===== src/rtl/wave_osc.sv =====
// Phase-accumulator audio oscillator: one signed PCM sample per handshake, with a
// sine, square or sawtooth shaper selected at elaboration. Thin per-shape wrappers follow.
module wave_osc #(
  parameter int  width_p         = 16,
  parameter real sampling_freq_p = 44100.0,
  parameter real note_freq_p     = 440.0,
  parameter int  shape_p         = 0
) (
  input  logic               clk_i,
  input  logic               reset_i,
  input  logic               ready_i,
  output logic               valid_o,
  output logic [width_p-1:0] data_o
);

  localparam real         INC_R = note_freq_p / sampling_freq_p * 4294967296.0;
  localparam int          INC_I = $rtoi(INC_R + 0.5);
  localparam logic [31:0] INC   = INC_I;

  // Quarter-wave magnitude, round-half-up (argument is in the first quadrant so
  // the value is never negative). Taylor series keeps this to plain real arithmetic.
  function automatic int sin_mag(input int q);
    real x, term, sum, amp;
    x    = 3.14159265358979323846 * q / 512.0;
    term = x;
    sum  = x;
    for (int n = 1; n <= 12; n++) begin
      term = -term * x * x / ((2.0 * n) * (2.0 * n + 1.0));
      sum  = sum + term;
    end
    amp = (2.0 ** (width_p - 1)) - 1.0;
    return $rtoi(amp * sum + 0.5);
  endfunction

  logic [31:0]        phase_q;
  logic [31:0]        phase_d;
  logic               hs;
  logic [width_p-1:0] shape_d;
  logic [width_p-1:0] rst_val;

  assign hs      = valid_o & ready_i;
  assign phase_d = hs ? phase_q + INC : phase_q;

  // Shapers look at phase_d so the registered sample lines up with phase_q.
  generate
    if (shape_p == 0) begin : g_sine
      logic [width_p-2:0] qrom [257];
      logic [9:0]         k;
      logic [8:0]         qi;
      logic [width_p-1:0] mag;

      for (genvar g = 0; g <= 256; g++) begin : g_rom
        localparam int M = sin_mag(g);
        assign qrom[g] = (width_p-1)'(M);
      end

      // Second quadrant mirrors the first; second half-period is the negation.
      assign k       = phase_d[31:22];
      assign qi      = (k[8:0] > 9'd256) ? (9'd0 - k[8:0]) : k[8:0];
      assign mag     = {1'b0, qrom[qi]};
      assign shape_d = k[9] ? -mag : mag;
      assign rst_val = '0;
    end else if (shape_p == 1) begin : g_square
      localparam logic [width_p-1:0] POS_A = {1'b0, {(width_p-1){1'b1}}};
      localparam logic [width_p-1:0] NEG_A = {1'b1, {(width_p-2){1'b0}}, 1'b1};
      assign shape_d = phase_d[31] ? NEG_A : POS_A;
      assign rst_val = POS_A;
    end else begin : g_saw
      localparam logic [width_p-1:0] MIN_V = {1'b1, {(width_p-1){1'b0}}};
      assign shape_d = {~phase_d[31], phase_d[30 -: width_p-1]};
      assign rst_val = MIN_V;
    end
  endgenerate

  always_ff @(posedge clk_i) begin
    if (reset_i) begin
      phase_q <= '0;
      valid_o <= 1'b0;
      data_o  <= rst_val;
    end else begin
      phase_q <= phase_d;
      valid_o <= 1'b1;
      data_o  <= shape_d;
    end
  end

endmodule


module sawtooth_wave #(
  parameter int  width_p         = 16,
  parameter real sampling_freq_p = 44100.0,
  parameter real note_freq_p     = 440.0
) (
  input  logic               clk_i,
  input  logic               reset_i,
  input  logic               ready_i,
  output logic               valid_o,
  output logic [width_p-1:0] data_o
);
  wave_osc #(.width_p(width_p), .sampling_freq_p(sampling_freq_p),
             .note_freq_p(note_freq_p), .shape_p(2)) u_osc (
    .clk_i(clk_i), .reset_i(reset_i), .ready_i(ready_i), .valid_o(valid_o), .data_o(data_o));
endmodule


===== config.mk =====
export PLATFORM = sky130hd
export DESIGN_NAME = sawtooth_wave
export DESIGN_NICKNAME = d
export VERILOG_FILES = /design/src/rtl/wave_osc.sv
export SDC_FILE = /design/constraint.sdc
export NUM_CORES = 1
export LEC_CHECK = 0
export BUFFER_PORTS_ARGS = -buffer_cell sky130_fd_sc_hd__clkbuf_2
export CAP_MARGIN = 20
export CORE_MARGIN = 3
export CORE_UTILIZATION = 50
export DETAILED_ROUTE_END_ITERATION = 7
export MAX_ROUTING_LAYER = met4
export PLACE_DENSITY = 0.69
export SYNTH_ARGS = -nofsm -noshare
export SYNTH_HDL_FRONTEND = slang
export SYNTH_SLANG_ARGS = --single-unit

===== constraint.sdc =====
create_clock -name clk_i -period 2.3 [get_ports clk_i]
set_input_delay 0.345 -clock clk_i [delete_from_list [all_inputs] [get_ports clk_i]]
set_output_delay 0.345 -clock clk_i [all_outputs]
set_load 0.05 [all_outputs]

== Word level (Yosys, flattened, before mapping) ==
Index checks and enable logic that the tools add are counted.
Storage, ports and cells
  flip-flop bits (word level): 49
  input bits: 3
  logic and storage cells: 9
Operators by class
  add/subtract/negate cells: 1
  muxes and demuxes: 2
  bitwise operators: 2
Operators by type and width (number)
  32-bit by 26-bit adder with 32-bit output, second input constant: 1
  32-bit 2-to-1 mux: 1
  1-bit bitwise AND: 1
  1-bit 2-to-1 mux: 1
  1-bit NOT: 1

== Depth between registers and ports, before layout ==
  depth in word-level cells: 3
  gate-level depth with buffers: 6
  depth with buffers taken out: 6

== Least setup slack after synthesis ==
Ideal clock, no wire load.
  path kind: register to register
  start point: register u_osc.valid_o
  end point: register u_osc.phase_q[23]
  library setup time: 0.121 ns
  arrival time: 1.917 ns
  required time: 2.179 ns
  path slack: 0.263 ns
  stages on the path, launching flop included: 7
  path buffers: 2
  period minus slack after synthesis: 2.037 ns
  path through: dfxtp_1 -> and2_1 -> clkbuf_1 -> clkbuf_1 -> o21ai_0 -> a31oi_1 -> mux2_2
On the way
  longest elaborated chain between the ends: 2
Ends and longest elaborated chain
  from (decl): line 12  | output logic valid_o,
  from (signal assigned): line 78  | valid_o <= 1'b0;
  from (signal assigned): line 82  | valid_o <= 1'b1;
  1-bit bitwise AND: line 41  | assign hs = valid_o & ready_i;
  32-bit 2-to-1 mux: line 42  | assign phase_d = hs ? phase_q + INC : phase_q;
  to (signal assigned): line 81  | phase_q <= phase_d;
  to (decl): line 35  | logic [31:0] phase_q;
No other way between the ends.
A chain may end at the register's enable or synchronous reset.

== Final worst setup path ==
  start point: register u_osc.phase_q[0]
  end point: register u_osc.phase_q[16]
On the way
  longest elaborated chain between the ends: 2
Ends and longest elaborated chain (line)
  32-bit by 26-bit adder with 32-bit output: 42
  32-bit 2-to-1 mux: 42
No other way between the ends.

==> flow_metrics.py <==
metrics = {
    "clock_tree": {
        "clk_pin_slew_worst_paths_ps": 60,
        "cts_hold_buf": 0,
        "clk_latency_ps": 290,
        "cts_buffer_depth": 2,
        "cts-root-buf": "clkbuf_8",
        "post_cts_buffers": 0,
        "cts_tree": "done",
        "cts_buffers": 5,
        "cts_resized": 0,
        "cts.sinks": 34,
        "htree_levels": 2,
    },
    "place": {
        "port_buffers": 19,
        "place_hpwl_um": 2990,
        "finalWeightedCongestion": 0.875,
        "dp_cells": 291,
    },
    "synth": {
        "seq_area_frac_synth_pct": 34.0,
        "syn_nets": 237,
        "synth-main-ff-cell": "dfxtp_1",
        "syn_area_sq_um": 2000,
        "post_synth.cell_area_avg_sq_um": 8.60,
        "ys_types": 54,
        "synth_edf_count": 0,
        "synth-seq-cells": 34,
        "synth_cells": 233,
        "yosys_warnings": 0,
        "synthArstFlopShare_pct": 0,
    },
    "critical_path": {
        "reg2reg_slack_ps": 200,
        "worst_r2r_path_depth": 6,
        "cp-end-kind": "flop",
        "required_ps": 2470,
        "worst_ep_arrival_time_ps": 2270,
        "crit_fanout": 6,
        "r2r_end": "u_osc.phase_q[16]",
        "startpoint_type": "flop",
        "path_class": "flop to flop",
        "r2r-start": "u_osc.phase_q[0]",
    },
    "global_routing": {
        "grt_max_degree": 24,
        "grt_pass1_vias": 1494,
        "grt_overflow": 0,
        "grt_pass1_wl_um": 7020,
        "grt_use_total_pct": 18.5,
        "antenna_found_initial": 0,
    },
    "floorplanning": {
        "dieArea_sq_um": 4800,
        "rows": 22,
        "die_w_um": 69.3,
        "start_util_pct": 53.1,
        "coreArea_sq_um": 3770,
        "ios": 20,
        "die_h_um": 69.3,
    },
    "hold_path": {
        "min_path_type": "flop to flop",
        "holdPathStages": 2,
        "whs_endpoint": "u_osc.phase_q[1]",
        "hold_start": "u_osc.phase_q[1]",
    },
    "layout": {
        "area_delta_synth_final_pct": 9.87,
        "nNetsFinal": 254,
        "final_util_pct": 58.4,
        "drive_gt1_share_pct": 23.6,
        "ff_latch_area_sq_um": 681,
        "fillers": 347,
        "finalNonFillerCells": 298,
        "multiInputGateArea_sq_um": 1160,
        "antenna_cells": 0,
    },
    "routing": {
        "drt_pre_antenna_iters": 4,
        "drc": 0,
        "wl_per_cell_um": 14.0,
        "drt_wl_total_um": 4170,
        "drt-initial-drc-count": 106,
        "ant_nets": 0,
        "via_count": 1691,
        "vias_per_cell": 5.67,
    },
    "power": {
        "power.internal_mw": 1.03,
        "ir_worst_vdd_uv": 418,
        "seqPwrFrac_pct": 43.9,
        "switchingPower_mw": 0.553,
        "switching_share_pct": 35.0,
        "finalPower_mw": 1.58,
        "leakagePower_nw": 0.849,
        "powerDensity_nw_per_um2": 718,
        "pwr-share-comb_pct": 29.6,
        "clockPowerShare_pct": 26.4,
    },
    "timing": {
        "final_max_slew_viol_count": 0,
        "slew_headroom_pct": 63.3,
        "max_freq_mhz": 475,
        "finalHoldViolCount": 0,
        "timing.setup.tns_ps": 0,
        "setup_viol": 0,
        "timing.final.crit_share_pct": 91.4,
        "fin_skew_ps": 4.09,
        "rsz0062_at_grt": "no",
        "worst-slew-pin-transition_ps": 547,
        "fin_crit_ps": 2100,
    },
    "flow_run": {
        "drv_cap": 0,
    },
    "run_status": {
        "status": "complete, no violations",
    },
}
[critical path: stages, from the launching register on]
cell and delay [ps]:
dfxtp_1 330, ha_1 250, a2111oi_4 420, o211ai_1 280
a2111oi_2 480, xnor2_1 160, nor2_1 60
[metrics by stage]
step,instance area (sq um),setup WS (ps),hold slack [ps]
floorplan,2000,263,449
global placement,2120,252,462
detailed placement,2120,199,467
CTS,2200,194,476
global route,2200,44.6,496
finish,2200,197,477
[layout by cell type, fill, tap and decap left out, types with 7 or more instances in the layout]
cell type and n:
xnor2_1 9, or3_1 8, clkbuf_2 19, mux2_2 7
a21oi_1 15, nand2_1 12, nand3_1 10, nor2_1 31
nor2b_1 9, buf_4 15, dfxtp_1 34, o21ai_0 11
[metal layers]
| layer | up-vias | routed length, um | global-route usage, % | part of all wire [%] |
|---|---|---|---|---|
| li1 | 852 | - | - | - |
| met1 | 779 | 2060 | 23.9 | 49 |
| met2 | 51 | 1800 | 26.2 | 43 |
| met3 | 9 | 229 | 6.09 | 5.5 |
| met4 | 0 | 88 | 8.46 | 2.1 |
| met5 | - | 0 | - | 0 |
[state kept, by name, indices dropped and copies added (netlist names), named ones only]
register	count
u_osc.phase_q	31
u_osc.data_o	1
u_osc.valid_o	1
[cells in the mapped netlist (all sizes together) (2+ instances only)]
cell type   n  area [sq um]
and2        4          26.3
xnor2       9          78.8
nand2      13          56.3
dfxtp      34           681
a31oi       2          12.5
o22ai       3          18.8
a211oi      3          22.5
clkbuf      8          30.0
xor2        5          43.8
or4         2          18.8
a21oi      15          75.1
nor3        6          41.3
inv         3          11.3
or3         9          61.3
nor2b       9          56.3
o41ai       2          36.3
nand3      10          50.1
nor4        3          33.8
nor2       31           116
o21ai      11          55.1
buf        16           116
a2111oi     3          70.1
mux2        8          90.1
o311ai      2          17.5
and3        2          12.5
o211ai      2          15.0
[kinds of logic after synthesis]
group	count (synthesis)	share of synthesized area, %
flops	34	34.0
xor+xnor	14	6.12
fa+ha+maj	1	0.625
compound gates	51	19.4
mux	9	5.00
buf+inv	27	7.87
simple gates	97	27.0
[power groups by stage]
stage               logic [mW]  clock network [mW]  registers (mW)
global placement         0.459                   0           0.705
finish                   0.469               0.418           0.695
CTS                      0.464               0.432           0.694
global route             0.506               0.458           0.702
detailed placement       0.462                   0           0.707
floorplan                0.361                   0           0.706
[area by class of cell]
cell class	count	area share, %
tap	48	2.73
multi-input combinational	172	52.9
timing repair buffer	34	9.44
clock buffer	7	3.47
inverter	3	0.512
sequential	34	30.9
[worst max-delay path by stage]
stage	endpoint	from	cells past startpoint	slack, ps
6_report	u_osc.phase_q[16]	u_osc.phase_q[0]	6	200
3_5_place_dp	u_osc.phase_q[16]	u_osc.phase_q[0]	6	200
5_1_grt	u_osc.phase_q[26]	u_osc.phase_q[0]	6	40
3_3_place_gp	u_osc.phase_q[29]	u_osc.phase_q[24]	5	250
2_1_floorplan	u_osc.phase_q[23]	u_osc.valid_o	6	260
4_1_cts	u_osc.phase_q[16]	u_osc.phase_q[0]	6	190
No activity file was read; power rests on OpenSTA's default activity.
